`src/rtl/rv32i_types.sv`:
```
`default_nettype none
// +--------------------------------------------------------------------+
// | rv32i_types : shared RV32I encodings, instruction layout and the   |
// |               multi-cycle controller state / select enumerations.  |
// | Revision    : 1.0                                                  |
// +--------------------------------------------------------------------+
package rv32i_types;

    typedef enum logic [6:0] {
        op_lui   = 7'b0110111,
        op_auipc = 7'b0010111,
        op_jal   = 7'b1101111,
        op_jalr  = 7'b1100111,
        op_br    = 7'b1100011,
        op_load  = 7'b0000011,
        op_store = 7'b0100011,
        op_imm   = 7'b0010011,
        op_reg   = 7'b0110011
    } rv32i_opcode;

    // R-type field layout; immediates of other formats overlay these bits.
    typedef struct packed {
        logic [6:0] funct7;
        logic [4:0] rs2;
        logic [4:0] rs1;
        logic [2:0] funct3;
        logic [4:0] rd;
        logic [6:0] opcode;
    } instr_t;

    typedef enum logic [2:0] {
        ST_FETCH     = 3'd0,
        ST_DECODE    = 3'd1,
        ST_EXECUTE   = 3'd2,
        ST_MEMORY    = 3'd3,
        ST_WRITEBACK = 3'd4,
        ST_TRAP      = 3'd5
    } ctrl_state_t;

    typedef enum logic [1:0] {
        PCSEL_PC4     = 2'd0,
        PCSEL_PC_IMM  = 2'd1,
        PCSEL_RS1_IMM = 2'd2
    } pc_sel_t;

    typedef enum logic [2:0] {
        WB_ALU  = 3'd0,
        WB_CMP  = 3'd1,
        WB_UIMM = 3'd2,
        WB_PC4  = 3'd3,
        WB_LOAD = 3'd4
    } wb_sel_t;

    localparam logic [6:0] c_FUNCT7_BASE = 7'b0000000;
    localparam logic [6:0] c_FUNCT7_ALT  = 7'b0100000;

    function automatic logic is_legal(input instr_t i);
        logic ok;
        ok = 1'b0;
        case (i.opcode)
            op_lui, op_auipc, op_jal: ok = 1'b1;
            op_jalr:  ok = (i.funct3 == 3'b000);
            op_br:    ok = (i.funct3 != 3'b010) && (i.funct3 != 3'b011);
            op_load:  ok = (i.funct3 inside {3'b000, 3'b001, 3'b010, 3'b100, 3'b101});
            op_store: ok = (i.funct3 inside {3'b000, 3'b001, 3'b010});
            op_imm: begin
                if (i.funct3 == 3'b001)
                    ok = (i.funct7 == c_FUNCT7_BASE);
                else if (i.funct3 == 3'b101)
                    ok = (i.funct7 == c_FUNCT7_BASE) || (i.funct7 == c_FUNCT7_ALT);
                else
                    ok = 1'b1;
            end
            op_reg: ok = (i.funct7 == c_FUNCT7_BASE) ||
                         ((i.funct7 == c_FUNCT7_ALT) &&
                          ((i.funct3 == 3'b000) || (i.funct3 == 3'b101)));
            default: ok = 1'b0;
        endcase
        return ok;
    endfunction

endpackage
`default_nettype wire

```
`src/rtl/mem_mask_gen.sv`:
```
`default_nettype none
// +--------------------------------------------------------------------+
// | mem_mask_gen : byte-lane strobe and alignment check for a load or  |
// |                store, from funct3 width and the address low bits.  |
// | Revision     : 1.0                                                 |
// +--------------------------------------------------------------------+
module mem_mask_gen (
    input  logic [2:0] funct3,
    input  logic [1:0] addr_lsb,
    output logic [3:0] mask,
    output logic       misaligned
);

    always_comb begin
        mask       = 4'b0000;
        misaligned = 1'b0;
        case (funct3[1:0])
            2'b00: mask = 4'b0001 << addr_lsb;
            2'b01: begin
                mask       = 4'b0011 << addr_lsb;
                misaligned = addr_lsb[0];
            end
            2'b10: begin
                mask       = 4'b1111;
                misaligned = |addr_lsb;
            end
            default: misaligned = 1'b1;
        endcase
    end

endmodule
`default_nettype wire

```
`src/rtl/rv32i_mc_control.sv`:
```
`default_nettype none
// +--------------------------------------------------------------------+
// | rv32i_mc_control : multi-cycle RV32I controller (fetch, decode,    |
// |                    execute, memory, writeback, absorbing trap).    |
// | Revision         : 1.0                                             |
// +--------------------------------------------------------------------+
module rv32i_mc_control
    import rv32i_types::*;
(
    input  logic        clk,
    input  logic        rst,
    input  logic        mem_resp,
    input  logic [31:0] mem_rdata,
    input  logic        br_taken,
    input  logic [1:0]  addr_lsb,
    output instr_t      ir,
    output logic        mem_addr_sel,
    output logic [3:0]  mem_rmask,
    output logic [3:0]  mem_wmask,
    output logic        pc_we,
    output logic        regf_we,
    output logic        retire,
    output pc_sel_t     pc_sel,
    output wb_sel_t     wb_sel,
    output logic        trap
);

    ctrl_state_t r_state;
    ctrl_state_t w_next_state;
    instr_t      r_ir;
    logic [3:0]  r_mask;
    logic [3:0]  w_mask;
    logic        w_misaligned;
    logic        w_is_load;
    logic        w_is_store;

    assign w_is_load  = (r_ir.opcode == op_load);
    assign w_is_store = (r_ir.opcode == op_store);
    assign ir         = r_ir;

    mem_mask_gen u_mask (
        .funct3     (r_ir.funct3),
        .addr_lsb   (addr_lsb),
        .mask       (w_mask),
        .misaligned (w_misaligned)
    );

    // Mask is captured in EXECUTE so MEMORY holds it even if the address moves.
    always_ff @(posedge clk or posedge rst) begin
        if (rst) begin
            r_state <= ST_FETCH;
            r_ir    <= '0;
            r_mask  <= 4'b0000;
        end else begin
            r_state <= w_next_state;
            if ((r_state == ST_FETCH) && mem_resp)
                r_ir <= mem_rdata;
            if (r_state == ST_EXECUTE)
                r_mask <= w_mask;
        end
    end

    always_comb begin
        w_next_state = r_state;
        mem_addr_sel = 1'b0;
        mem_rmask    = 4'b0000;
        mem_wmask    = 4'b0000;
        pc_we        = 1'b0;
        regf_we      = 1'b0;
        retire       = 1'b0;
        pc_sel       = PCSEL_PC4;
        wb_sel       = WB_ALU;
        trap         = 1'b0;
        // Outputs are gated by rst so strobes drop without waiting for a clock.
        if (!rst) begin
            case (r_state)
                ST_FETCH: begin
                    mem_rmask = 4'b1111;
                    if (mem_resp)
                        w_next_state = ST_DECODE;
                end
                ST_DECODE: begin
                    w_next_state = is_legal(r_ir) ? ST_EXECUTE : ST_TRAP;
                end
                ST_EXECUTE: begin
                    if (w_is_load || w_is_store)
                        w_next_state = w_misaligned ? ST_TRAP : ST_MEMORY;
                    else
                        w_next_state = ST_WRITEBACK;
                end
                ST_MEMORY: begin
                    mem_addr_sel = 1'b1;
                    if (w_is_store)
                        mem_wmask = r_mask;
                    else
                        mem_rmask = r_mask;
                    if (mem_resp) begin
                        if (w_is_store) begin
                            pc_we        = 1'b1;
                            retire       = 1'b1;
                            w_next_state = ST_FETCH;
                        end else begin
                            w_next_state = ST_WRITEBACK;
                        end
                    end
                end
                ST_WRITEBACK: begin
                    pc_we        = 1'b1;
                    retire       = 1'b1;
                    regf_we      = (r_ir.rd != 5'd0) && (r_ir.opcode != op_br) && !w_is_store;
                    w_next_state = ST_FETCH;
                    case (r_ir.opcode)
                        op_jal:  pc_sel = PCSEL_PC_IMM;
                        op_jalr: pc_sel = PCSEL_RS1_IMM;
                        op_br:   pc_sel = br_taken ? PCSEL_PC_IMM : PCSEL_PC4;
                        default: pc_sel = PCSEL_PC4;
                    endcase
                    case (r_ir.opcode)
                        op_lui:          wb_sel = WB_UIMM;
                        op_jal, op_jalr: wb_sel = WB_PC4;
                        op_load:         wb_sel = WB_LOAD;
                        op_imm, op_reg:  wb_sel = ((r_ir.funct3 == 3'b010) || (r_ir.funct3 == 3'b011))
                                                  ? WB_CMP : WB_ALU;
                        default:         wb_sel = WB_ALU;
                    endcase
                end
                ST_TRAP: trap = 1'b1;
                default: w_next_state = ST_TRAP;
            endcase
        end
    end

endmodule
`default_nettype wire
```
`config.mk`:
```
export PLATFORM = sky130hd
export DESIGN_NAME = rv32i_mc_control
export DESIGN_NICKNAME = d
export VERILOG_FILES = /design/src/rtl/rv32i_types.sv /design/src/rtl/mem_mask_gen.sv /design/src/rtl/rv32i_mc_control.sv
export SDC_FILE = /design/constraint.sdc
export NUM_CORES = 1
export LEC_CHECK = 0
export CORE_MARGIN = 4
export CORE_UTILIZATION = 38
export DETAILED_ROUTE_END_ITERATION = 8
export PLACE_DENSITY = 0.75
export SLEW_MARGIN = 10
export SYNTH_ARGS = -nofsm -noshare
export SYNTH_HDL_FRONTEND = slang
export SYNTH_SLANG_ARGS = --single-unit
```
`constraint.sdc`:
```
create_clock -name clk -period 2 [get_ports clk]
set_input_delay 0.4 -clock clk [delete_from_list [all_inputs] [get_ports clk]]
set_output_delay 0.4 -clock clk [all_outputs]
set_load 0.05 [all_outputs]
```
==> impl_metrics.prom, run 1 <==
# TYPE chip_impl_metric gauge
chip_impl_info{name="outcome",value="finished with violations"} 1
chip_impl_info{name="violations",value="negative setup slack"} 1
chip_impl_metric{name="htreeDepth",unit=""} 2
chip_impl_metric{name="synth_adder_area_share",unit="%"} 0
chip_impl_info{name="crit_path_start_kind",value="register"} 1
chip_impl_metric{name="yosysSeqAreaShare",unit="%"} 47.4
chip_impl_metric{name="floorplan.initialDensity",unit="%"} 39.8
chip_impl_metric{name="numPortBuffers",unit=""} 87
chip_impl_metric{name="leakage_power_summed_over_all_cells",unit="µW"} 0.00152
chip_impl_metric{name="synth.cell_area",unit="µm²"} 2060
chip_impl_metric{name="drt_drc_violations_left",unit=""} 0
chip_impl_metric{name="pwr_per_cell_area",unit="nW/µm²"} 1550
chip_impl_info{name="worst_path_dominant_cell_family",value="simple AND/OR/NAND/NOR gates"} 1
chip_impl_metric{name="finalClockSkew",unit="ns"} 0.00274
chip_impl_metric{name="synth_enable_flop_cells",unit=""} 0
chip_impl_info{name="cp-end-kind",value="output pin"} 1
chip_impl_metric{name="row_count",unit=""} 26
chip_impl_metric{name="setup_viol",unit=""} 15
chip_impl_metric{name="antennaDiodeCount",unit=""} 0
chip_impl_metric{name="routed_wl",unit="mm"} 6.20
chip_impl_metric{name="worst_skew_pair.late_latency",unit="ns"} 0.29
chip_impl_metric{name="first_global_vias",unit=""} 2087
chip_impl_info{name="synth_most_common_cell",value="dfrtp_1"} 1
chip_impl_metric{name="timing.critical_path.arrival",unit="ns"} 1.91
chip_impl_metric{name="num_io_pins",unit=""} 88
chip_impl_metric{name="routed_wire_length_per_instance",unit="µm"} 16.2
chip_impl_metric{name="dp_hpwl",unit="mm"} 4.48
chip_impl_metric{name="muxShareOfSynthArea",unit="%"} 16.9
chip_impl_metric{name="finish.utilization",unit="%"} 72.8
chip_impl_metric{name="die_height",unit="µm"} 81.6
chip_impl_metric{name="final.fill_count",unit=""} 338
chip_impl_metric{name="synth_simple_gate_area_share",unit="%"} 16.9
chip_impl_info{name="synth_area_leaders",value="dfrtp_1, mux2_2, a21oi_1, nand2_1, o21ai_0"} 1
chip_impl_metric{name="die_area",unit="µm²"} 6670
chip_impl_metric{name="ir_drop",unit="V"} 0.00102
chip_impl_metric{name="core_area",unit="µm²"} 5170
chip_impl_info{name="cts_tree",value="yes"} 1
chip_impl_metric{name="drt.antenna.violating_nets",unit=""} 0
chip_impl_metric{name="cp_max_fo",unit=""} 5
chip_impl_info{name="timing.critical_path.cells",value="or3_4 > nor3_4 > and3_4 > and2_4 > buf_12"} 1
chip_impl_metric{name="worst_path_required",unit="ns"} 1.60
chip_impl_metric{name="initialDrtViolationCount",unit=""} 70
chip_impl_metric{name="dp.cells",unit=""} 361
chip_impl_metric{name="gpl.final_weighted_congestion",unit=""} 0.861
chip_impl_info{name="unrepaired_setup_endpoints_after_global_routing",value="yes"} 1
chip_impl_metric{name="syn_avg_cell_area",unit="µm²"} 10.5
chip_impl_metric{name="crit_share_post_route",unit="%"} 115
chip_impl_metric{name="hold_violation_count_in_the_final_report",unit=""} 0
chip_impl_metric{name="overflow",unit=""} 0
chip_impl_info{name="synth-main-ff-cell",value="dfrtp_1"} 1
chip_impl_metric{name="worst_slew_margin_rel",unit="%"} 65.5
chip_impl_metric{name="yosysTopAreaCellShare",unit="%"} 47.4
chip_impl_metric{name="viasPerCell",unit=""} 5.19
chip_impl_metric{name="ys_types",unit=""} 40
chip_impl_metric{name="clockBufferDepth",unit=""} 2
chip_impl_metric{name="grt_antenna_before_repair",unit=""} 0
chip_impl_metric{name="chip_width",unit="µm"} 81.6
chip_impl_metric{name="p_total",unit="µW"} 5860
chip_impl_metric{name="grt_pass1_wl",unit="mm"} 9.98
chip_impl_metric{name="setup_slack",unit="ns"} -0.309
chip_impl_metric{name="drt_pass1_iterations",unit=""} 4
chip_impl_metric{name="synth-warning-count",unit=""} 0
chip_impl_info{name="synth_cell_count_leaders",value="dfrtp_1, mux2_2, a21oi_1, nand2_1, nor2_1"} 1
chip_impl_info{name="cts_root_cell",value="clkbuf_8"} 1
chip_impl_metric{name="mappedNetlistNets",unit=""} 234
chip_impl_metric{name="period_minus_slack",unit="ns"} 2.31
chip_impl_metric{name="maxCapViolations",unit=""} 0
chip_impl_metric{name="synth-compound-area-share",unit="%"} 13.1
chip_impl_metric{name="max_clock_freq",unit="MHz"} 433
chip_impl_metric{name="cts_sinks",unit=""} 39
chip_impl_metric{name="fraction_of_synthesized_cell_area_in_xor_and_xnor_cells",unit="%"} 0
chip_impl_metric{name="ys_ff_latch",unit=""} 39
chip_impl_info{name="critical_path_slowest_stage_cell",value="or3_4"} 1
chip_impl_metric{name="grt_max_degree",unit=""} 24
chip_impl_metric{name="buffers_inverters_on_critical_path",unit=""} 1
chip_impl_metric{name="grtUsageTotal",unit="%"} 19.3
chip_impl_metric{name="summed_negative_setup_slack_over_all_endpoints",unit="ns"} -3.31
chip_impl_info{name="yosys.area.top_type",value="dfrtp_1"} 1
chip_impl_info{name="timing.hold.worst.class",value="reg -> reg"} 1
chip_impl_metric{name="final_cells",unit=""} 383
chip_impl_metric{name="area_delta_synth_final",unit="%"} 82.8
chip_impl_info{name="critical_path_class",value="reg -> out"} 1
chip_impl_metric{name="netlist_instances",unit=""} 196
chip_impl_metric{name="finalNetCount",unit=""} 350
chip_impl_metric{name="finalMaxSlewViolations",unit=""} 0
chip_impl_info{name="dominant_combinational_cell_family_by_area_after_synthesis",value="simple AND/OR/NAND/NOR gates"} 1
chip_impl_metric{name="dr_total_vias",unit=""} 1988
chip_impl_metric{name="cts_buffers",unit=""} 5
chip_impl_metric{name="setup_slack_at_placement",unit="ns"} -0.168
chip_impl_metric{name="critical_path.max_stage_delay",unit="ns"} 0.42
chip_impl_metric{name="postSynth.asyncResetShare",unit="%"} 100
chip_impl_metric{name="drive_above_1_share",unit="%"} 48.9
chip_impl_metric{name="worstMarginPinSlew",unit="ns"} 0.516
chip_impl_metric{name="clk_pin_slew",unit="ns"} 0.08
## layout by cell type (no fill, tap or decap), drive strengths merged, types with 2 or more instances in the layout
cell type and instances:
nand3b 3, a31oi 2, nand4b 2, clkinv 2, nor3b 5, nand3 3
clkbuf 6, a21oi 16, nand2 16, and3 4, o22ai 4, clkdlybuf4s50 59
inv 7, nor2 11, buf 62, mux2 31, o21ai 8, or3 3
nor3 5, dfrtp 39, or2 2, and2 4, nor2b 2, a211oi 2
## metal layers
layer	part of all wire (%)	vias to the layer above	routed length (µm)	GRT usage, %
met4	1.9	0	119	5.65
met3	7.7	12	476	6.14
met1	42	956	2640	23.1
met2	48	85	2970	33.2
li1	-	935	-	-
met5	0	-	0	0
## registers in the layout (all words and copies together) (netlist names)
signal   cells
ir          32
r_mask       4
r_state      3
## kinds of logic after synthesis
family | count (synthesis)
buf+inv | 21
mux | 31
compound gates | 42
simple gates | 63
flops | 39
## cell type report
| cell class | count | area [µm²] | share of cell area, % |
|---|---|---|---|
| Tap cell | 70 | 87.6 | 2.32 |
| Clock inverter | 2 | 35.0 | 0.930 |
| Multi-Input combinational cell | 136 | 1230 | 32.6 |
| Sequential cell | 39 | 988 | 26.2 |
| Timing Repair Buffer | 122 | 1310 | 34.9 |
| Inverter | 8 | 30.0 | 0.797 |
| Clock buffer | 6 | 82.6 | 2.19 |
## worst register-to-register path: stages, from the launching register on
cell and delay, ns:
dfrtp_2 0.41, or3_4 0.42, buf_4 0.17, or3_4 0.35, o2bb2ai_4 0.15, a211oi_2 0.07
o41a_1 0.32
## final timing paths
kind                        start           end  slack [ns]  depth (start not counted)
setup / recovery            ir[2]  mem_wmask[2]       -0.31                          5
hold / removal             ir[24]        ir[24]        0.51                          1
setup reg to reg            ir[2]    r_state[0]           0                          6
hold reg to reg            ir[24]        ir[24]        0.51                          1
max in group asynchronous     rst         ir[2]        1.19                          4
min in group asynchronous     rst     r_mask[2]        0.54                          4
## through the flow
step | hold WS (ns) | area (µm²)
after floorplan | 0.517 | 2260
after CTS | 0.511 | 3680
after global routing | 0.523 | 3770
after detailed placement | 0.496 | 3450
final | 0.512 | 3770
after global placement | 0.489 | 3450
## what timing repair did
action	in CTS	in global routing
pin swaps	18	9
setup endpoints to repair	17	19
resized for setup	13	10
hold buffers	0	0
buffers inserted	9	5
## report_power, final
group          internal [µW]  switching, µW  total, µW
logic                   1450           2160       3600
registers               1170            400       1570
clock network            404            279        682
Note: power is estimated with default switching activity, not from simulation.
==> run 2: changes to the inputs <==
--- a/config.mk
+++ b/config.mk
@@ -5,10 +5,10 @@
 export SDC_FILE = /design/constraint.sdc
 export NUM_CORES = 1
 export LEC_CHECK = 0
-export CORE_MARGIN = 4
-export CORE_UTILIZATION = 38
+export CORE_MARGIN = 2
+export CORE_UTILIZATION = 25
 export DETAILED_ROUTE_END_ITERATION = 8
-export PLACE_DENSITY = 0.75
+export PLACE_DENSITY = 0.53
 export SLEW_MARGIN = 10
 export SYNTH_ARGS = -nofsm -noshare
 export SYNTH_HDL_FRONTEND = slang
==> run 2 against run 1 <==
Against the previous run: the flow still finishes with violations (negative setup slack); combinational power hardly changed; clock skew rose by 0.0042 ns; via count is 4.3% lower; routed wire length down 4.4%; first-iteration DRC count fell by 47%; non-clock buffer count shrank 7; critical path depth increased by 1.
==> impl_metrics.prom, run 2 (same netlist as run 1, synthesis figures left out) <==
# TYPE chip_impl_metric gauge
chip_impl_metric{name="first_global_vias",unit=""} 2017
chip_impl_metric{name="setup_viol",unit=""} 14
chip_impl_metric{name="viasPerCell",unit=""} 4.64
chip_impl_metric{name="finalClockSkew",unit="ns"} 0.00691
chip_impl_info{name="unrepaired_setup_endpoints_after_global_routing",value="yes"} 1
chip_impl_info{name="mostFrequentLayoutCells",value="clkdlybuf4s50_1, buf_4, mux2_2, dfrtp_1, buf_12"} 1
chip_impl_info{name="critical_path_slowest_stage_cell",value="dfrtp_2"} 1
chip_impl_metric{name="htreeDepth",unit=""} 2
chip_impl_metric{name="drt.antenna.violating_nets",unit=""} 0
chip_impl_metric{name="antennaDiodeCount",unit=""} 0
chip_impl_metric{name="numPortBuffers",unit=""} 87
chip_impl_metric{name="core_area",unit="µm²"} 8090
chip_impl_metric{name="worst_skew_pair.late_latency",unit="ns"} 0.29
chip_impl_metric{name="ir_drop",unit="V"} 0.000962
chip_impl_info{name="timing.hold.worst.class",value="reg -> reg"} 1
chip_impl_metric{name="worstMarginPinSlew",unit="ns"} 0.523
chip_impl_metric{name="initialDrtViolationCount",unit=""} 37
chip_impl_metric{name="largest_reg_flops",unit=""} 32
chip_impl_metric{name="die_height",unit="µm"} 94.8
chip_impl_info{name="outcome",value="finished with violations"} 1
chip_impl_metric{name="max_clock_freq",unit="MHz"} 441
chip_impl_info{name="worst_path_dominant_cell_family",value="simple AND/OR/NAND/NOR gates"} 1
chip_impl_metric{name="row_count",unit=""} 33
chip_impl_metric{name="clk_pin_slew",unit="ns"} 0.08
chip_impl_metric{name="finish.utilization",unit="%"} 46.2
chip_impl_metric{name="clockBufferDepth",unit=""} 2
chip_impl_metric{name="period_minus_slack",unit="ns"} 2.27
chip_impl_info{name="crit_path_start_kind",value="register"} 1
chip_impl_info{name="critical_path_class",value="reg -> out"} 1
chip_impl_metric{name="dr_total_vias",unit=""} 1903
chip_impl_metric{name="grt_max_degree",unit=""} 40
chip_impl_metric{name="critical_path.max_stage_delay",unit="ns"} 0.40
chip_impl_metric{name="cts-hold-fix-buffers",unit=""} 0
chip_impl_metric{name="cp_max_fo",unit=""} 5
chip_impl_metric{name="die_area",unit="µm²"} 8990
chip_impl_metric{name="cts_sinks",unit=""} 39
chip_impl_metric{name="drt_pass1_iterations",unit=""} 4
chip_impl_metric{name="area_delta_synth_final",unit="%"} 81.2
chip_impl_metric{name="setup_slack",unit="ns"} -0.266
chip_impl_info{name="cts_tree",value="yes"} 1
chip_impl_info{name="violations",value="negative setup slack"} 1
chip_impl_info{name="timing.critical_path.cells",value="or3_4 > nor3_4 > and3_4 > nand2_4 > nand2_4 > buf_12"} 1
chip_impl_metric{name="finalNetCount",unit=""} 343
chip_impl_metric{name="fin_hold_ws",unit="ns"} 0.513
chip_impl_metric{name="worst_slew_margin_rel",unit="%"} 65.0
chip_impl_metric{name="maxCapViolations",unit=""} 0
chip_impl_info{name="final_common_cell",value="clkdlybuf4s50_1"} 1
chip_impl_metric{name="cts_buffers",unit=""} 5
chip_impl_info{name="crit_path_frequent_cell",value="nand2_4"} 1
chip_impl_metric{name="dp_hpwl",unit="mm"} 4.43
chip_impl_metric{name="regArea",unit="µm²"} 986
chip_impl_metric{name="drt_drc_violations_left",unit=""} 0
chip_impl_info{name="cts_root_cell",value="clkbuf_8"} 1
chip_impl_metric{name="leakage_power_summed_over_all_cells",unit="µW"} 0.00149
chip_impl_metric{name="overflow",unit=""} 0
chip_impl_metric{name="multi_input_comb_area",unit="µm²"} 1210
chip_impl_info{name="cp-end-kind",value="output pin"} 1
chip_impl_metric{name="num_io_pins",unit=""} 88
chip_impl_metric{name="finalMaxSlewViolations",unit=""} 0
chip_impl_metric{name="routed_wl",unit="mm"} 5.93
chip_impl_metric{name="reg2reg_slack",unit="ns"} 0
chip_impl_metric{name="final.fill_count",unit=""} 785
chip_impl_metric{name="buffers_inverters_on_critical_path",unit=""} 1
chip_impl_metric{name="hold_violation_count_in_the_final_report",unit=""} 0
chip_impl_metric{name="chip_width",unit="µm"} 94.8
chip_impl_metric{name="timing.critical_path.arrival",unit="ns"} 1.87
chip_impl_metric{name="routed_wire_length_per_instance",unit="µm"} 14.5
chip_impl_metric{name="grt_antenna_before_repair",unit=""} 0
chip_impl_metric{name="crit_share_post_route",unit="%"} 113
chip_impl_metric{name="drive_above_1_share",unit="%"} 45.2
chip_impl_metric{name="gpl.final_weighted_congestion",unit=""} 0.804
chip_impl_metric{name="worst_path_required",unit="ns"} 1.60
chip_impl_metric{name="grt_pass1_wl",unit="mm"} 9.81
chip_impl_metric{name="grtUsageTotal",unit="%"} 14.0
chip_impl_metric{name="pwr_per_cell_area",unit="nW/µm²"} 1540
chip_impl_metric{name="floorplan.initialDensity",unit="%"} 25.5
-- run 2: cell types whose count changed in the layout (fill, tap and decap cells not counted), moves of 2 or more --
| cell | previous run | this run |
|---|---|---|
| nand2_2 | 4 | 1 |
| buf_4 | 40 | 32 |
| dfrtp_1 | 29 | 31 |
| clkdlybuf4s50_1 | 59 | 57 |
| nand2_1 | 9 | 12 |
| dlymetal6s2s_1 | 0 | 2 |
| dfrtp_2 | 10 | 8 |
-- run 2: cell type report --
| type | count | share of cell area (%) |
|---|---|---|
| inverter | 8 | 0.804 |
| clock buffer | 5 | 1.84 |
| multi-input combinational | 136 | 32.4 |
| sequential | 39 | 26.4 |
| timing repair buffer | 115 | 34.0 |
| tap | 105 | 3.52 |
| clock inverter | 2 | 1.01 |
-- run 2: power by group --
group | total (µW) | internal [µW] | switching (µW)
Sequential | 1520 | 1170 | 351
Combinational | 3580 | 1460 | 2130
Clock | 645 | 365 | 280
-- run 2: per-layer routing --
| layer | share of wire, % | GRT usage (%) | vias up |
|---|---|---|---|
| met3 | 9.3 | 5.51 | 8 |
| met4 | 1.2 | 3.50 | 0 |
| met5 | 0 | 0 | - |
| met2 | 48 | 23.0 | 69 |
| li1 | - | - | 920 |
| met1 | 42 | 17.2 | 906 |
-- run 2: worst paths after layout --
path | from | end | depth (start not counted)
min in group asynchronous | rst | r_mask[3] | 4
setup reg to reg | ir[25] | r_state[0] | 5
max in group asynchronous | rst | ir[1] | 4
setup / recovery | ir[2] | retire | 6
hold / removal | ir[15] | ir[15] | 1
hold reg to reg | ir[15] | ir[15] | 1
-- run 2: stage by stage --
step                      cells  area, µm²  total power (µW)  setup slack, ns  setup TNS [ns]
after global placement      394       3480              4920           -0.155           -1.15
after detailed placement    394       3480              4930           -0.149           -1.21
after global routing        410       3730              6100           -0.357           -4.55
after floorplan             196       2260              3720           -0.217          -0.791
after CTS                   406       3660              5720           -0.336           -3.75
final                       410       3730              5750           -0.266           -3.05
-- run 2: what timing repair did --
item                       CTS  global route
buffers inserted             5             4
pin swaps                   15            10
gates resized for setup      8            10
setup endpoints to repair   18            19
gates cloned                 0             0
==> run 3: changes to the inputs <==
--- a/config.mk
+++ b/config.mk
@@ -6,10 +6,10 @@
 export NUM_CORES = 1
 export LEC_CHECK = 0
 export CORE_MARGIN = 2
-export CORE_UTILIZATION = 25
+export CORE_UTILIZATION = 30
 export DETAILED_ROUTE_END_ITERATION = 8
-export PLACE_DENSITY = 0.53
-export SLEW_MARGIN = 10
+export MAX_ROUTING_LAYER = met4
+export PLACE_DENSITY = 0.61
 export SYNTH_ARGS = -nofsm -noshare
 export SYNTH_HDL_FRONTEND = slang
 export SYNTH_SLANG_ARGS = --single-unit
==> run 3 against run 2 <==
Against the previous run: the flow still finishes with violations (negative setup slack); hold slack lost 0.0020 ns; maximum frequency is 1.2% higher; worst setup slack improved by 0.026 ns; total power is 0.22% lower; routed wire length down 2.4%; clock power is 1% higher; largest power group unchanged; first-iteration DRC count is 22% higher; flip-flop and latch count is the same.
==> impl_metrics.prom, run 3 (same netlist as run 1, synthesis figures left out) <==
# TYPE chip_impl_metric gauge
chip_impl_metric{name="row_count",unit=""} 30
chip_impl_metric{name="cts_buffers",unit=""} 5
chip_impl_metric{name="drive_above_1_share",unit="%"} 45.3
chip_impl_metric{name="num_io_pins",unit=""} 88
chip_impl_metric{name="setup_viol",unit=""} 14
chip_impl_metric{name="htreeDepth",unit=""} 2
chip_impl_metric{name="numPortBuffers",unit=""} 87
chip_impl_metric{name="grt_pass1_wl",unit="mm"} 9.53
chip_impl_metric{name="worst_path_required",unit="ns"} 1.60
chip_impl_metric{name="routed_wire_length_per_instance",unit="µm"} 14.9
chip_impl_metric{name="ir_drop",unit="V"} 0.000799
chip_impl_metric{name="drt_drc_violations_left",unit=""} 0
chip_impl_metric{name="pwr_per_cell_area",unit="nW/µm²"} 1550
chip_impl_metric{name="routed_wl",unit="mm"} 5.79
chip_impl_metric{name="finish.utilization",unit="%"} 55.1
chip_impl_metric{name="crit_share_post_route",unit="%"} 112
chip_impl_metric{name="grtUsageTotal",unit="%"} 16.5
chip_impl_metric{name="die_area",unit="µm²"} 7550
chip_impl_info{name="crit_path_start_kind",value="register"} 1
chip_impl_metric{name="first_global_vias",unit=""} 2030
chip_impl_metric{name="dp_hpwl",unit="mm"} 4.42
chip_impl_metric{name="rr_worst_depth",unit=""} 6
chip_impl_metric{name="grt_max_degree",unit=""} 35
chip_impl_info{name="cp-end-kind",value="output pin"} 1
chip_impl_metric{name="drt_pass1_iterations",unit=""} 4
chip_impl_metric{name="worst_slew_margin_rel",unit="%"} 63.2
chip_impl_metric{name="largest_reg_flops",unit=""} 32
chip_impl_metric{name="p_total",unit="µW"} 5740
chip_impl_metric{name="cts_sinks",unit=""} 39
chip_impl_metric{name="clockBufferDepth",unit=""} 2
chip_impl_metric{name="period_minus_slack",unit="ns"} 2.24
chip_impl_metric{name="drt.antenna.violating_nets",unit=""} 0
chip_impl_info{name="timing.hold.worst.class",value="reg -> reg"} 1
chip_impl_metric{name="area_delta_synth_final",unit="%"} 79.7
chip_impl_info{name="worst_case_hold_path_end_point",value="ir[19]"} 1
chip_impl_metric{name="antennaDiodeCount",unit=""} 0
chip_impl_metric{name="leakage_power_summed_over_all_cells",unit="µW"} 0.00148
chip_impl_info{name="r2r_start",value="ir[3]"} 1
chip_impl_info{name="capturing_point_of_the_worst_reg2reg_path",value="r_state[0]"} 1
chip_impl_info{name="outcome",value="finished with violations"} 1
chip_impl_metric{name="overflow",unit=""} 0
chip_impl_metric{name="finalMaxSlewViolations",unit=""} 0
chip_impl_metric{name="die_height",unit="µm"} 86.9
chip_impl_metric{name="chip_width",unit="µm"} 86.9
chip_impl_info{name="hold_start",value="ir[19]"} 1
chip_impl_metric{name="gpl.final_weighted_congestion",unit=""} 0.889
chip_impl_metric{name="viasPerCell",unit=""} 5.01
chip_impl_metric{name="floorplan.initialDensity",unit="%"} 30.7
chip_impl_metric{name="maxCapViolations",unit=""} 0
chip_impl_info{name="cts_tree",value="yes"} 1
chip_impl_info{name="violations",value="negative setup slack"} 1
chip_impl_metric{name="setup_slack_at_placement",unit="ns"} -0.135
chip_impl_info{name="critical_path_class",value="reg -> out"} 1
chip_impl_metric{name="hold_violation_count_in_the_final_report",unit=""} 0
chip_impl_metric{name="grt_antenna_before_repair",unit=""} 0
chip_impl_metric{name="setup_slack",unit="ns"} -0.240
chip_impl_metric{name="fin_hold_ws",unit="ns"} 0.511
chip_impl_metric{name="clk_pin_slew",unit="ns"} 0.08
chip_impl_info{name="unrepaired_setup_endpoints_after_global_routing",value="yes"} 1
chip_impl_metric{name="dr_total_vias",unit=""} 1948
chip_impl_metric{name="cp_max_fo",unit=""} 5
chip_impl_metric{name="core_area",unit="µm²"} 6720
chip_impl_metric{name="timing.critical_path.arrival",unit="ns"} 1.84
chip_impl_metric{name="timing.hold.worst_path_depth",unit=""} 1
chip_impl_metric{name="worstMarginPinSlew",unit="ns"} 0.551
chip_impl_metric{name="initialDrtViolationCount",unit=""} 45
chip_impl_metric{name="finalClockSkew",unit="ns"} 0.00926
chip_impl_metric{name="finalNetCount",unit=""} 346
chip_impl_metric{name="worst_skew_pair.late_latency",unit="ns"} 0.29
chip_impl_info{name="cts_root_cell",value="clkbuf_8"} 1
chip_impl_metric{name="reg2reg_slack",unit="ns"} 0.03
chip_impl_metric{name="final.fill_count",unit=""} 571
chip_impl_info{name="mostFrequentLayoutCells",value="clkdlybuf4s50_1, buf_4, mux2_2, dfrtp_1, buf_12"} 1
chip_impl_info{name="final_common_cell",value="clkdlybuf4s50_1"} 1
chip_impl_metric{name="max_clock_freq",unit="MHz"} 446
## run 3: cell count changes in the layout (fill, tap and decap cells not counted), sizes merged
cell / previous run / this run
clkbuf: 5 / 6
buf: 55 / 57
dlygate4sd2: 1 / 2
dlymetal6s2s: 2 / 0
clkdlybuf4s50: 57 / 59
## run 3: area by class of cell
cell class                 count  area (µm²)  share of cell area (%)
timing repair buffer         118        1280                    34.6
multi-input combinational    136        1200                    32.3
sequential                    39         986                    26.6
tap                           80         100                    2.70
clock buffer                   6        72.6                    1.96
clock inverter                 2        37.5                    1.01
inverter                       8        30.0                   0.811
## run 3: worst max-delay path by stage
stage                     startpoint        end  slack (ns)  cells after the start
final                          ir[3]     retire       -0.24                      6
after global routing           ir[3]     retire       -0.34                      6
after CTS                      ir[3]     retire       -0.28                      6
after detailed placement         rst  pc_sel[1]       -0.14                      6
after global placement           rst  pc_sel[1]       -0.14                      6
after floorplan           r_state[0]  pc_sel[0]       -0.22                      4
## run 3: per-layer routing
metal	routed length, µm	share of wire [%]	GRT usage [%]	vias up
met4	99	1.7	4.97	0
met3	297	5.1	3.60	11
li1	-	-	-	923
met1	2590	45	20.6	944
met2	2800	48	26.8	70
met5	0	0	-	-
## run 3: worst max-delay path: stages, from the launching register on
cell	delay, ns
dfrtp_2	0.40
or3_4	0.40
nor3_4	0.19
and3_4	0.27
nand2_4	0.06
nand2_4	0.09
buf_12	0.13
## run 3: what timing repair did
action | 4_1_cts | 5_1_grt
setup buffers | 10 | 4
pin swaps | 9 | 10
endpoints found under the setup margin | 18 | 17
hold buffers | 0 | 0
gates resized for setup | 13 | 2
## run 3: power by group
part | internal [µW] | switching [µW]
Combinational | 1440 | 2130
Sequential | 1170 | 353
Clock | 372 | 281
Total | 2980 | 2760
## run 3: stage by stage
step / instance area [µm²] / instances / setup TNS, ns
floorplan: 2260 / 196 / -0.791
global placement: 3450 / 369 / -1.04
global route: 3700 / 389 / -4.07
detailed placement: 3450 / 369 / -1.10
finish: 3700 / 389 / -2.70
CTS: 3680 / 387 / -3.38
